==> config.mk <==
export PLATFORM = sky130hd
export DESIGN_NAME = gpio_in_debounce
export DESIGN_NICKNAME = d
export VERILOG_FILES = /design/src/rtl/gpio_in_debounce.sv
export SDC_FILE = /design/constraint.sdc
export NUM_CORES = 1
export LEC_CHECK = 0
export BUFFER_PORTS_ARGS = -buffer_cell sky130_fd_sc_hd__buf_2
export CAP_MARGIN = 20
export CORE_ASPECT_RATIO = 0.75
export CORE_MARGIN = 10
export CORE_UTILIZATION = 61
export CTS_BUF_LIST = sky130_fd_sc_hd__clkbuf_8 sky130_fd_sc_hd__clkbuf_16
export CTS_CLUSTER_SIZE = 28
export DETAILED_ROUTE_END_ITERATION = 10
export PLACE_DENSITY_LB_ADDON = 0.15
export SYNTH_ARGS = -nofsm -noshare
export SYNTH_HDL_FRONTEND = slang
export SYNTH_SLANG_ARGS = --single-unit
==> constraint.sdc <==
create_clock -name clock -period 2.9 [get_ports clock]
set_clock_uncertainty 0.1 [all_clocks]
set_input_delay 0.29 -clock clock [delete_from_list [all_inputs] [get_ports clock]]
set_output_delay 0.29 -clock clock [all_outputs]
set_load 0.02 [all_outputs]
==> src/rtl/gpio_in_debounce.sv <==
// GPIO input conditioning: pad synchroniser, per-bit tick-based debouncer
// and registered one-cycle rise/fall/changed pulses.
module gpio_in_debounce #(
    parameter int WIDTH        = 16,
    parameter int SYNC_STAGES  = 2,
    parameter int PRESCALE     = 1000,
    parameter int STABLE_TICKS = 8
) (
    input  logic             clock,
    input  logic             reset,
    input  logic [WIDTH-1:0] raw_in,
    output logic [WIDTH-1:0] gpio_in,
    output logic [WIDTH-1:0] rise,
    output logic [WIDTH-1:0] fall,
    output logic             changed
);

    localparam int CW = $clog2(STABLE_TICKS + 1);
    localparam int PW = (PRESCALE > 1) ? $clog2(PRESCALE) : 1;
    localparam logic [PW-1:0] PLAST = PW'(PRESCALE - 1);
    localparam logic [CW-1:0] CLAST = CW'(STABLE_TICKS - 1);

    logic [SYNC_STAGES-1:0][WIDTH-1:0] sync_q, sync_d;
    logic [PW-1:0]                     pcnt_q, pcnt_d;
    logic [WIDTH-1:0][CW-1:0]          cnt_q, cnt_d;
    logic [WIDTH-1:0]                  gpio_q, gpio_d;
    logic [WIDTH-1:0]                  rise_q, rise_d;
    logic [WIDTH-1:0]                  fall_q, fall_d;
    logic                              changed_q, changed_d;
    logic [WIDTH-1:0]                  s;
    logic                              tick_w;

    assign s       = sync_q[SYNC_STAGES-1];
    assign tick_w  = (pcnt_q == PLAST);
    assign gpio_in = gpio_q;
    assign rise    = rise_q;
    assign fall    = fall_q;
    assign changed = changed_q;

    always_comb begin
        sync_d[0] = raw_in;
        for (int k = 1; k < SYNC_STAGES; k++) begin
            sync_d[k] = sync_q[k-1];
        end
    end

    assign pcnt_d = tick_w ? '0 : pcnt_q + 1'b1;

    // Any agreement with the accepted level restarts the count.
    always_comb begin
        gpio_d = gpio_q;
        rise_d = '0;
        fall_d = '0;
        cnt_d  = cnt_q;
        for (int i = 0; i < WIDTH; i++) begin
            if (s[i] == gpio_q[i]) begin
                cnt_d[i] = '0;
            end else if (tick_w) begin
                if (cnt_q[i] == CLAST) begin
                    gpio_d[i] = s[i];
                    rise_d[i] = s[i];
                    fall_d[i] = ~s[i];
                    cnt_d[i]  = '0;
                end else begin
                    cnt_d[i] = cnt_q[i] + 1'b1;
                end
            end
        end
        changed_d = |(rise_d | fall_d);
    end

    always_ff @(posedge clock) begin
        if (reset) begin
            sync_q    <= '0;
            pcnt_q    <= '0;
            cnt_q     <= '0;
            gpio_q    <= '0;
            rise_q    <= '0;
            fall_q    <= '0;
            changed_q <= 1'b0;
        end else begin
            sync_q    <= sync_d;
            pcnt_q    <= pcnt_d;
            cnt_q     <= cnt_d;
            gpio_q    <= gpio_d;
            rise_q    <= rise_d;
            fall_q    <= fall_d;
            changed_q <= changed_d;
        end
    end

endmodule

==> results of run 1 <==
where the power goes:
part | total [W] | switching [W] | internal, W
clock | 0.00216 | 0.000948 | 0.00122
combinational | 0.0000895 | 0.0000412 | 0.0000483
sequential | 0.00217 | 0.0000184 | 0.00215
total | 0.00442 | 0.00101 | 0.00342
worst paths after layout:
check,start,to,depth (start not counted)
max reg2reg,pcnt_q[0]$_SDFF_PP0_,rise[0]$_SDFF_PP0_,6
min,reset,pcnt_q[2]$_SDFF_PP0_,2
max,pcnt_q[0]$_SDFF_PP0_,rise[0]$_SDFF_PP0_,6
min reg2reg,sync_d[29]$_SDFF_PP0_,s[13]$_SDFF_PP0_,1
registers in the layout, summed over array words and instances, names as in the netlist:
| signal | cells |
|---|---|
| changed | 1 |
| cnt_q | 64 |
| fall | 16 |
| gpio_in | 16 |
| pcnt_q | 10 |
| rise | 16 |
| s | 16 |
| sync_d | 16 |
cell families after synthesis:
family	count (synthesis)	synth area share [%]
xor gates and xnor gates	38	5.48
and+or+nand+nor	344	31.1
AOI/OAI and AO/OA	75	6.61
muxes	2	0.329
DFF	155	51.0
buffers and inverters	25	1.96
adders and majority gates	17	3.50
layout by cell type, fill, tap and decap left out, drive strengths merged, types with 2 or more instances in the layout:
cell type,n
dfxtp,155
clkinv,2
clkinvlp,3
nor3,23
buf,71
xor2,35
clkbuf,17
mux2i,2
or3,18
nor2,54
nor3b,33
nand4,19
inv,10
nand2,126
a22oi,8
and3b,2
a21oi,64
xnor2,3
nand2b,16
nor2b,33
dlygate4sd3,16
nand3,17
ha,17
critical path, cell delays in order, from the launching register on:
cell and delay [ps]:
dfxtp_1 370, ha_1 220, nand4b_1 210, or3_1 470
nor2_8 430, nand2_1 130, nor3b_1 240
per-stage QoR:
step,setup WS (ps),total power (W)
final,640,0.00442
after detailed placement,657,0.00229
after global placement,766,0.00229
after CTS,632,0.00445
after global routing,462,0.00456
after floorplan,1020,0.00226
layer usage:
layer  routed length (um)  share of wire, %  vias to the layer above  track usage (%)
met3                  667               5.1                       15             5.46
met1                 6010                46                     2228             23.8
met5                    0                 0                        -                0
li1                     -                 -                     2381                -
met4                  146               1.1                        0             6.06
met2                 6260                48                      105             30.9
cell type report:
| cell class | instances | area [um^2] |
|---|---|---|
| multi-input cells | 476 | 2860 |
| clock inverters | 15 | 155 |
| fillers | 672 | 2440 |
| flip-flops and latches | 155 | 3100 |
| clock buffers | 17 | 425 |
| inverters | 1 | 3.75 |
| well taps | 132 | 165 |
| repair buffers | 87 | 541 |
==> results by group, run 1 <==
Setup path
  • CP Max Fanout: 17
  • Critical path class: reg2reg
  • Req. time, crit path: 3130 ps
  • Startpoint types: flip-flop
  • Critical Path AT: roughly 2500 ps
  • Worst R2R Setup Slack: 640 ps
  • Critical Path Sink Type: flip-flop

Global route
  • Vias in the first global route: ~4700
  • Initial antenna violation count: 0
  • Remaining Overflow, GRT: 0
  • First-pass GRT wire length: between 20000 and 25000 um
  • Largest net degree at the start of global routing: between 60 and 70
  • All-layer global routing usage: 19.0%

Placed design
  • Hpwl dp: ~9000 um
  • Placed cells: roughly 840
  • Placed cell area: around 6500 um^2
  • GPL Wtd Cong: 0.758
  • Number of port buffers: 66

Yosys
  • Mapped Area: between 6000 and 7000 um^2
  • Largest cells by area after synthesis: dfxtp_1 51%, nand2_1 7.2%, a21oi_1 5.3%
  • Unique masters post-synth: 33
  • Synth top area share: between 50% and 60%
  • Mapped Nets: approximately 700
  • Top_reg_cell synth: dfxtp_1
  • Ys async rst share: 0%
  • Synth cell count leaders: 155 x dfxtp_1, 117 x nand2_1, 64 x a21oi_1
  • Post-Syn Instances: 656
  • Warnings, synthesis: 0
  • Yosys reg bits: 155
  • Post-synth EDFFs: 0
  • Cell with the most instances after synthesis: dfxtp_1
  • Syn avg cell area: between 9 and 10 um^2
  • Dominant cell type by area after synthesis: dfxtp_1
  • Sequential share of the synthesized area: approximately half

Cells and area
  • Final Cell Area: just over 7000 um^2
  • Share of layout cells above drive strength 1: 17.7%
  • Final Core Density: 74.8%
  • Area growth, synth to finish: 19.4%
  • Ant diodes: 0
  • Final non-filler cell total: just under 900
  • Nets: between 700 and 800

Power
  • Worst VDD drop: between 500 and 600 uV
  • Power Density: 610 nW/um^2
  • LEAKAGE: between 2 and 3 nW

Timing
  • Fmax: around 0.44 GHz
  • Worst-margin pin slew: 657 ps
  • Count of final hold-check violations: 0
  • Final Max Tran Viols: 0
  • Final period util: just under 80%
  • RSZ-0062 raised after global routing: false
  • Final setup fails: 0
  • Fin crit period: about 2300 ps
  • Final TNS setup: 0 ps
  • Rel. slew slack: between 50 and 60%
  • WHS: just over 200 ps

Run status
  • Status: finished clean

Route
  • Drt total wl: roughly 13000 um
  • DRT iter0 DRCs: between 300 and 400
  • 1st-pass router iterations: 4
  • Vias/cell: between 5 and 6
  • Final ANT Viol Nets: 0
  • DRC violations left: 0
  • WL/cell: about 15 um
  • DR vias: roughly 4700

Flow run
  • Max-cap violations: 0

Clock network
  • Clk sinks: about 160
  • Number of levels in the clock H-tree: 4
  • # resized after CTS: 0
  • Clock root cell: clkbuf_16
  • Clk buf depth: 2
  • Postcts setup bufs: 0
  • Worst-path clk slew: 70 ps
  • Worst skew pair latency: roughly 420 ps
  • # hold bufs at CTS: 16
  • CTS Buf Count: 17
  • CTS tree: done

Die
  • Die Ht: between 100 and 150 um
  • I/O pin count: 67
  • # rows: 31
  • Die ar.: 14400 um^2
  • CORE AREA: 9700 um^2
  • Starting Density: between 60% and 70%
  • Die width: 135 um

Worst hold path
  • Hold Path Class: in2reg
Note: power is estimated with default switching activity, not from simulation.
==> run 2: changes to the inputs <==
- CORE_UTILIZATION: 61 -> 52
- clock period: 2.9 -> 2.01 ns (I/O delays scaled with it)
==> run 2 against run 1 <==
Effect of this change:
- power rose by 45%
- core utilization fell by 8.6 points
- wire length rose by 7.3%
- sequential power rose by 44%
- non-clock buffer count rose by 30
- setup slack got worse by 650 ps
- register-to-register slack got worse by 650 ps
- via count rose by 2.3%
- hold slack got worse by 74 ps
- the run now ends with setup timing left
- critical path type unchanged
- sequential cell count did not move
- sequential share of layout area fell by 2.1 points
==> results by group, run 2 (same netlist as run 1, synthesis figures left out) <==
Clock network
  • Clock root cell: clkbuf_16
  • Number of levels in the clock H-tree: 4
  • Clk sinks: roughly 160
  • Worst-path clk slew: roughly 70 ps
  • Clk buf depth: 2
  • CTS Buf Count: 17
  • CTS tree: done
  • Worst skew pair latency: approximately 430 ps

Placed design
  • GPL Wtd Cong: about 0.76
  • Place WS: -59.6 ps
  • Placed cells: slightly below 900
  • Hpwl dp: about 9600 um
  • Number of port buffers: 66
  • Placed cell area: about 6700 um^2

Setup path
  • Most frequent CP cell: buf_4
  • Startpoint types: flip-flop
  • CP Max Fanout: 10
  • Crit-path cells: ha_4 > nand4b_1 > buf_4 > nor3_4 > buf_4 > clkbuf_16 > nand4_1 > or3_1 > a21oi_1
  • Critical path class: reg2reg
  • Slowest CP cell: dfxtp_2
  • Max incr delay on CP: approximately 360 ps
  • Critical Path AT: roughly 2300 ps
  • Req. time, crit path: 2260 ps
  • Critical Path Sink Type: flip-flop

Cells and area
  • Max reg flops: between 60 and 70
  • Area growth, synth to finish: 25.7%
  • Final non-filler cell total: 943
  • Nets: about 800
  • Ant diodes: 0
  • Largest reg by FF count: cnt_q
  • Commonest non-fill, non-tap cell in the layout: dfxtp_1
  • Fillers: 885
  • Most frequent cells in the layout: 153 x dfxtp_1, 117 x nand2_1, 66 x buf_2
  • Final Cell Area: 7640 um^2
  • Share of layout cells above drive strength 1: 21.9%

Run status
  • Status: complete, but fails checks
  • Failing checks: setup timing

Timing
  • Final TNS setup: -8.91 ps
  • Fin crit period: 2020 ps
  • Final setup fails: 1
  • Rel. slew slack: 62.3%
  • Worst-margin pin slew: ~560 ps
  • Count of final hold-check violations: 0
  • Fmax: between 0.4 and 0.5 GHz
  • RSZ-0062 raised after global routing: true
  • Final Max Tran Viols: 0
  • Final period util: 100%
  • WHS: around 130 ps
  • Worst setup margin: -8.91 ps

Route
  • DR vias: 4836
  • 1st-pass router iterations: 4
  • Vias/cell: 5.13
  • DRC violations left: 0
  • Final ANT Viol Nets: 0
  • WL/cell: 14.9 um
  • DRT iter0 DRCs: about 270
  • Drt total wl: 14000 um

Die
  • Die ar.: ~16000 um^2
  • CORE AREA: approximately 12000 um^2
  • Die Ht: approximately 110 um
  • Die width: ~140 um
  • # rows: 34
  • Starting Density: 52.7%
  • I/O pin count: between 60 and 70

Power
  • Worst VDD drop: around 600 uV
  • LEAKAGE: just over 3 nW
  • Power Density: ~840 nW/um^2

Global route
  • Largest net degree at the start of global routing: 49
  • All-layer global routing usage: 17.6%
  • First-pass GRT wire length: about 23000 um
  • Initial antenna violation count: 0
  • Remaining Overflow, GRT: 0
  • Vias in the first global route: 4808

Worst hold path
  • Hold Path Class: in2reg

Flow run
  • Max-cap violations: 0
==> run 2: worst max-delay path, delay by kind of cell (launching register included) <==
kind | cells | cell delay (ps)
AND/OR/NAND/NOR | 4 | 690
flip-flops | 1 | 360
adder cells (fa/ha/maj) | 1 | 140
buffers and inverters | 3 | 500
AO/OA/AOI/OAI | 1 | 160
==> run 2: timing repair <==
action | 4_1_cts | 5_1_grt
endpoints found under the hold margin | 16 | 0
hold buffers | 16 | 0
setup endpoints to repair | 15 | 54
pin swaps | 0 | 7
gates resized for setup | 3 | 13
gates cloned | 1 | 2
setup buffers | 1 | 4
==> run 2: report_power, final <==
part	total (W)	switching [W]	leakage [nW]	internal, W
sequential	0.00313	0.0000264	1.26	0.00311
combinational	0.000143	0.0000656	1.56	0.0000775
clock	0.00315	0.00147	0.289	0.00168
total	0.00642	0.00157	3.11	0.00486
==> run 2: final timing paths <==
| kind | slack, ps | startpoint | depth (start not counted) | to |
|---|---|---|---|---|
| min reg2reg | 340 | sync_d[23]$_SDFF_PP0_ | 1 | s[7]$_SDFF_PP0_ |
| max | -9 | pcnt_q[0]$_SDFF_PP0_ | 9 | cnt_q[23]$_SDFFE_PP0N_ |
| min | 130 | reset | 2 | s[1]$_SDFF_PP0_ |
| max reg2reg | -9 | pcnt_q[0]$_SDFF_PP0_ | 9 | cnt_q[23]$_SDFFE_PP0N_ |
==> run 2: area by class of cell <==
type	count	area [um^2]	area share (%)
Sequential cell	155	3110	40.6
Multi-Input combinational cell	476	2900	37.9
Timing Repair Buffer	117	836	10.9
Clock buffer	17	425	5.57
Tap cell	162	203	2.65
Clock inverter	15	171	2.24
Inverter	1	3.75	0.0491
==> run 2: layer usage <==
| metal | share of wire [%] | up-vias | wire length (um) | track usage, % |
|---|---|---|---|---|
| li1 | - | 2440 | - | - |
| met1 | 45 | 2263 | 6370 | 22.2 |
| met2 | 47 | 116 | 6570 | 28.1 |
| met3 | 6.1 | 17 | 862 | 5.02 |
| met4 | 1.7 | 0 | 232 | 6.45 |
| met5 | 0 | - | 0 | 0 |
==> run 2: per-stage QoR <==
stage	power, W	utilization (%)
final	0.00642	66.3
after floorplan	0.00326	-
after global placement	0.00331	58.4
after detailed placement	0.00332	58.4
after CTS	0.00648	65.4
after global routing	0.00665	66.3
==> run 3: changes to the inputs <==
- ABC_AREA: unset -> 1
- PLACE_DENSITY_LB_ADDON: 0.15 -> 0.25
==> run 3 against run 2 <==
Effect of this change:
- the flow now finishes without violations
- fmax up 6.7%
- sequential power about the same
- wire length down 4.0%
- hold slack better by 82 ps
- clock-buffer cell count up 1
- die area up 2.3%
- core utilization down 0.42 points
- via count up 9.8%
- clock power up 6%
==> results by group, run 3 <==
Clock network
  • CTS tree: done
  • Clk buf depth: 2
  • Clock root cell: clkbuf_16
  • CTS Buf Count: 17
  • Worst-path clk slew: roughly 60 ps
  • Worst skew pair latency: 420 ps
  • Clk sinks: between 150 and 200
  • Number of levels in the clock H-tree: 4

Die
  • Die width: between 100 and 150 um
  • I/O pin count: 67
  • # rows: 34
  • Die Ht: 115 um
  • Die ar.: ~17000 um^2
  • Starting Density: a little over half
  • CORE AREA: about 12000 um^2

Yosys
  • Top_reg_cell synth: dfxtp_1
  • Largest cells by area after synthesis: dfxtp_1 50%, nor2_1 8.7%, nand2_1 7.3%
  • Unique masters post-synth: 36
  • Cell with the most instances after synthesis: dfxtp_1
  • Yosys reg bits: between 150 and 200
  • Mapped Area: 6240 um^2
  • Ys async rst share: 0%
  • Warnings, synthesis: 0
  • Post-Syn Instances: ~800
  • Mapped Nets: 834
  • Syn avg cell area: approximately 7.8 um^2
  • Dominant cell type by area after synthesis: dfxtp_1
  • Synth cell count leaders: 155 x dfxtp_1, 144 x nor2_1, 122 x nand2_1
  • Post-synth EDFFs: 0
  • Sequential share of the synthesized area: between 40% and 50%
  • Synth top area share: slightly below 50%

Global route
  • Initial antenna violation count: 1
  • First-pass GRT wire length: 22800 um
  • M3 GR Usage: just over 5%
  • Vias in the first global route: roughly 5200
  • GR peak layer: met2
  • Largest net degree at the start of global routing: 50
  • Remaining Overflow, GRT: 0
  • All-layer global routing usage: 16.1%
  • Met2 Track Usage GR: 28.4%
  • Met1 Usage GRT: 18.0%

Placed design
  • Place WS: between 70 and 80 ps
  • Number of port buffers: between 60 and 70
  • Hpwl dp: ~9100 um
  • Placed cell area: a little under 7000 um^2
  • GPL Wtd Cong: ~0.83

Cells and area
  • Most frequent cells in the layout: 155 x dfxtp_1, 135 x nor2_1, 122 x nand2_1
  • Share of layout cells above drive strength 1: a little under a fifth
  • Final Core Density: between 60% and 70%
  • Max reg flops: 64
  • Final Cell Area: roughly 7700 um^2
  • Area growth, synth to finish: 22.9%
  • Commonest non-fill, non-tap cell in the layout: dfxtp_1
  • Largest reg by FF count: cnt_q
  • Nets: 930

Route
  • WL/cell: ~13 um
  • Vias/cell: 4.97
  • Drt total wl: around 13000 um
  • 1st-pass router iterations: 6
  • DR vias: roughly 5300
  • DRC violations left: 0
  • DRT iter0 DRCs: 221
  • Final ANT Viol Nets: 0

Timing
  • Rel. slew slack: between 70% and 80%
  • Final period util: about 94%
  • Fmax: approximately 0.53 GHz
  • Worst setup margin: ~120 ps
  • Count of final hold-check violations: 0
  • Final TNS setup: 0 ps
  • Final Max Tran Viols: 0
  • Worst-margin pin slew: a little over 400 ps
  • Fin crit period: 1890 ps
  • RSZ-0062 raised after global routing: false
  • Final setup fails: 0

Worst hold path
  • Hold Path Class: in2reg

Power
  • LEAKAGE: 3.12 nW
  • Power Density: approximately 860 nW/um^2
  • Worst VDD drop: between 700 and 800 uV

Setup path
  • Startpoint types: flip-flop
  • Critical Path Sink Type: flip-flop
  • Crit-path leading delay family: simple AND/OR/NAND/NOR gates
  • Req. time, crit path: roughly 2200 ps
  • Max incr delay on CP: roughly 330 ps
  • Crit-path cells: ha_1 > nand2_2 > nor2_4 > nand3_4 > buf_12 > nor2_2 > nand3_1 > nand2_1 > nor2_2 > nand2_1 > nor2_1 > nor2_1
  • Critical Path AT: 2080 ps
  • CP Buf/Inv Count: 1
  • CP Max Fanout: 18
  • Slowest CP cell: dfxtp_1
  • Critical path class: reg2reg

Run status
  • Status: finished clean

Flow run
  • Max-cap violations: 0
-- run 3: cells by family (layout without fill, tap and decap cells) --
| kind of cell | count (synthesis) | in the layout | share of synthesized area [%] |
|---|---|---|---|
| AND/OR/NAND/NOR | 406 | 406 | 29.1 |
| buffers and inverters | 136 | 243 | 8.98 |
| XOR/XNOR | 12 | 12 | 1.68 |
| other | 0 | 1 | 0 |
| adder cells (fa/ha/maj) | 17 | 17 | 3.41 |
| AO/OA/AOI/OAI | 73 | 73 | 7.13 |
| flip-flops | 155 | 155 | 49.7 |
-- run 3: worst min-delay path, cell delays in order --
cell and delay, ps:
buf_2 100, buf_4 250, nor2_1 130
-- run 3: area by class of cell --
class / instances / area [um^2]
fill: 952 / 3980
sequential: 155 / 3100
multi-input combinational: 508 / 2610
timing repair buffer: 99 / 712
clock buffer: 18 / 439
inverter: 114 / 428
tap: 162 / 203
clock inverter: 12 / 174
antenna: 1 / 2.50
-- run 3: metal layers --
layer,routed length (um),up-vias,share of wire [%]
met5,0,-,0
met1,6180,2484,46
met3,582,14,4.3
li1,-,2712,-
met4,148,0,1.1
met2,6560,99,49
-- run 3: repair_timing --
item / 4_1_cts / 5_1_grt
endpoints found under the hold margin: 16 / 0
endpoints found under the setup margin: 0 / 9
gates resized for setup: 0 / 12
hold buffers: 16 / 0
buffers inserted: 0 / 2
-- run 3: stage by stage --
stage          total power, W  hold WS [ps]  std cells
2_1_floorplan         0.00327           208        799
3_3_place_gp          0.00331           290       1017
3_5_place_dp          0.00332           293       1017
4_1_cts               0.00664           202       1063
5_1_grt               0.00681           243       1069
6_report              0.00660           213       1069
-- run 3: path summary, 6_finish.rpt --
path                         start                 end  slack (ps)  cells past startpoint
min reg2reg  sync_d[24]$_SDFF_PP0_     s[8]$_SDFF_PP0_         300                      2
max reg2reg   pcnt_q[0]$_SDFF_PP0_  changed$_SDFF_PP0_         120                     12
min                          reset     s[6]$_SDFF_PP0_         210                      3
max           pcnt_q[0]$_SDFF_PP0_  changed$_SDFF_PP0_         120                     12
-- run 3: power breakdown --
group	internal, W	switching (W)
logic	0.0000662	0.0000887
registers	0.00311	0.0000133
clock network	0.00209	0.00123
total	0.00527	0.00134
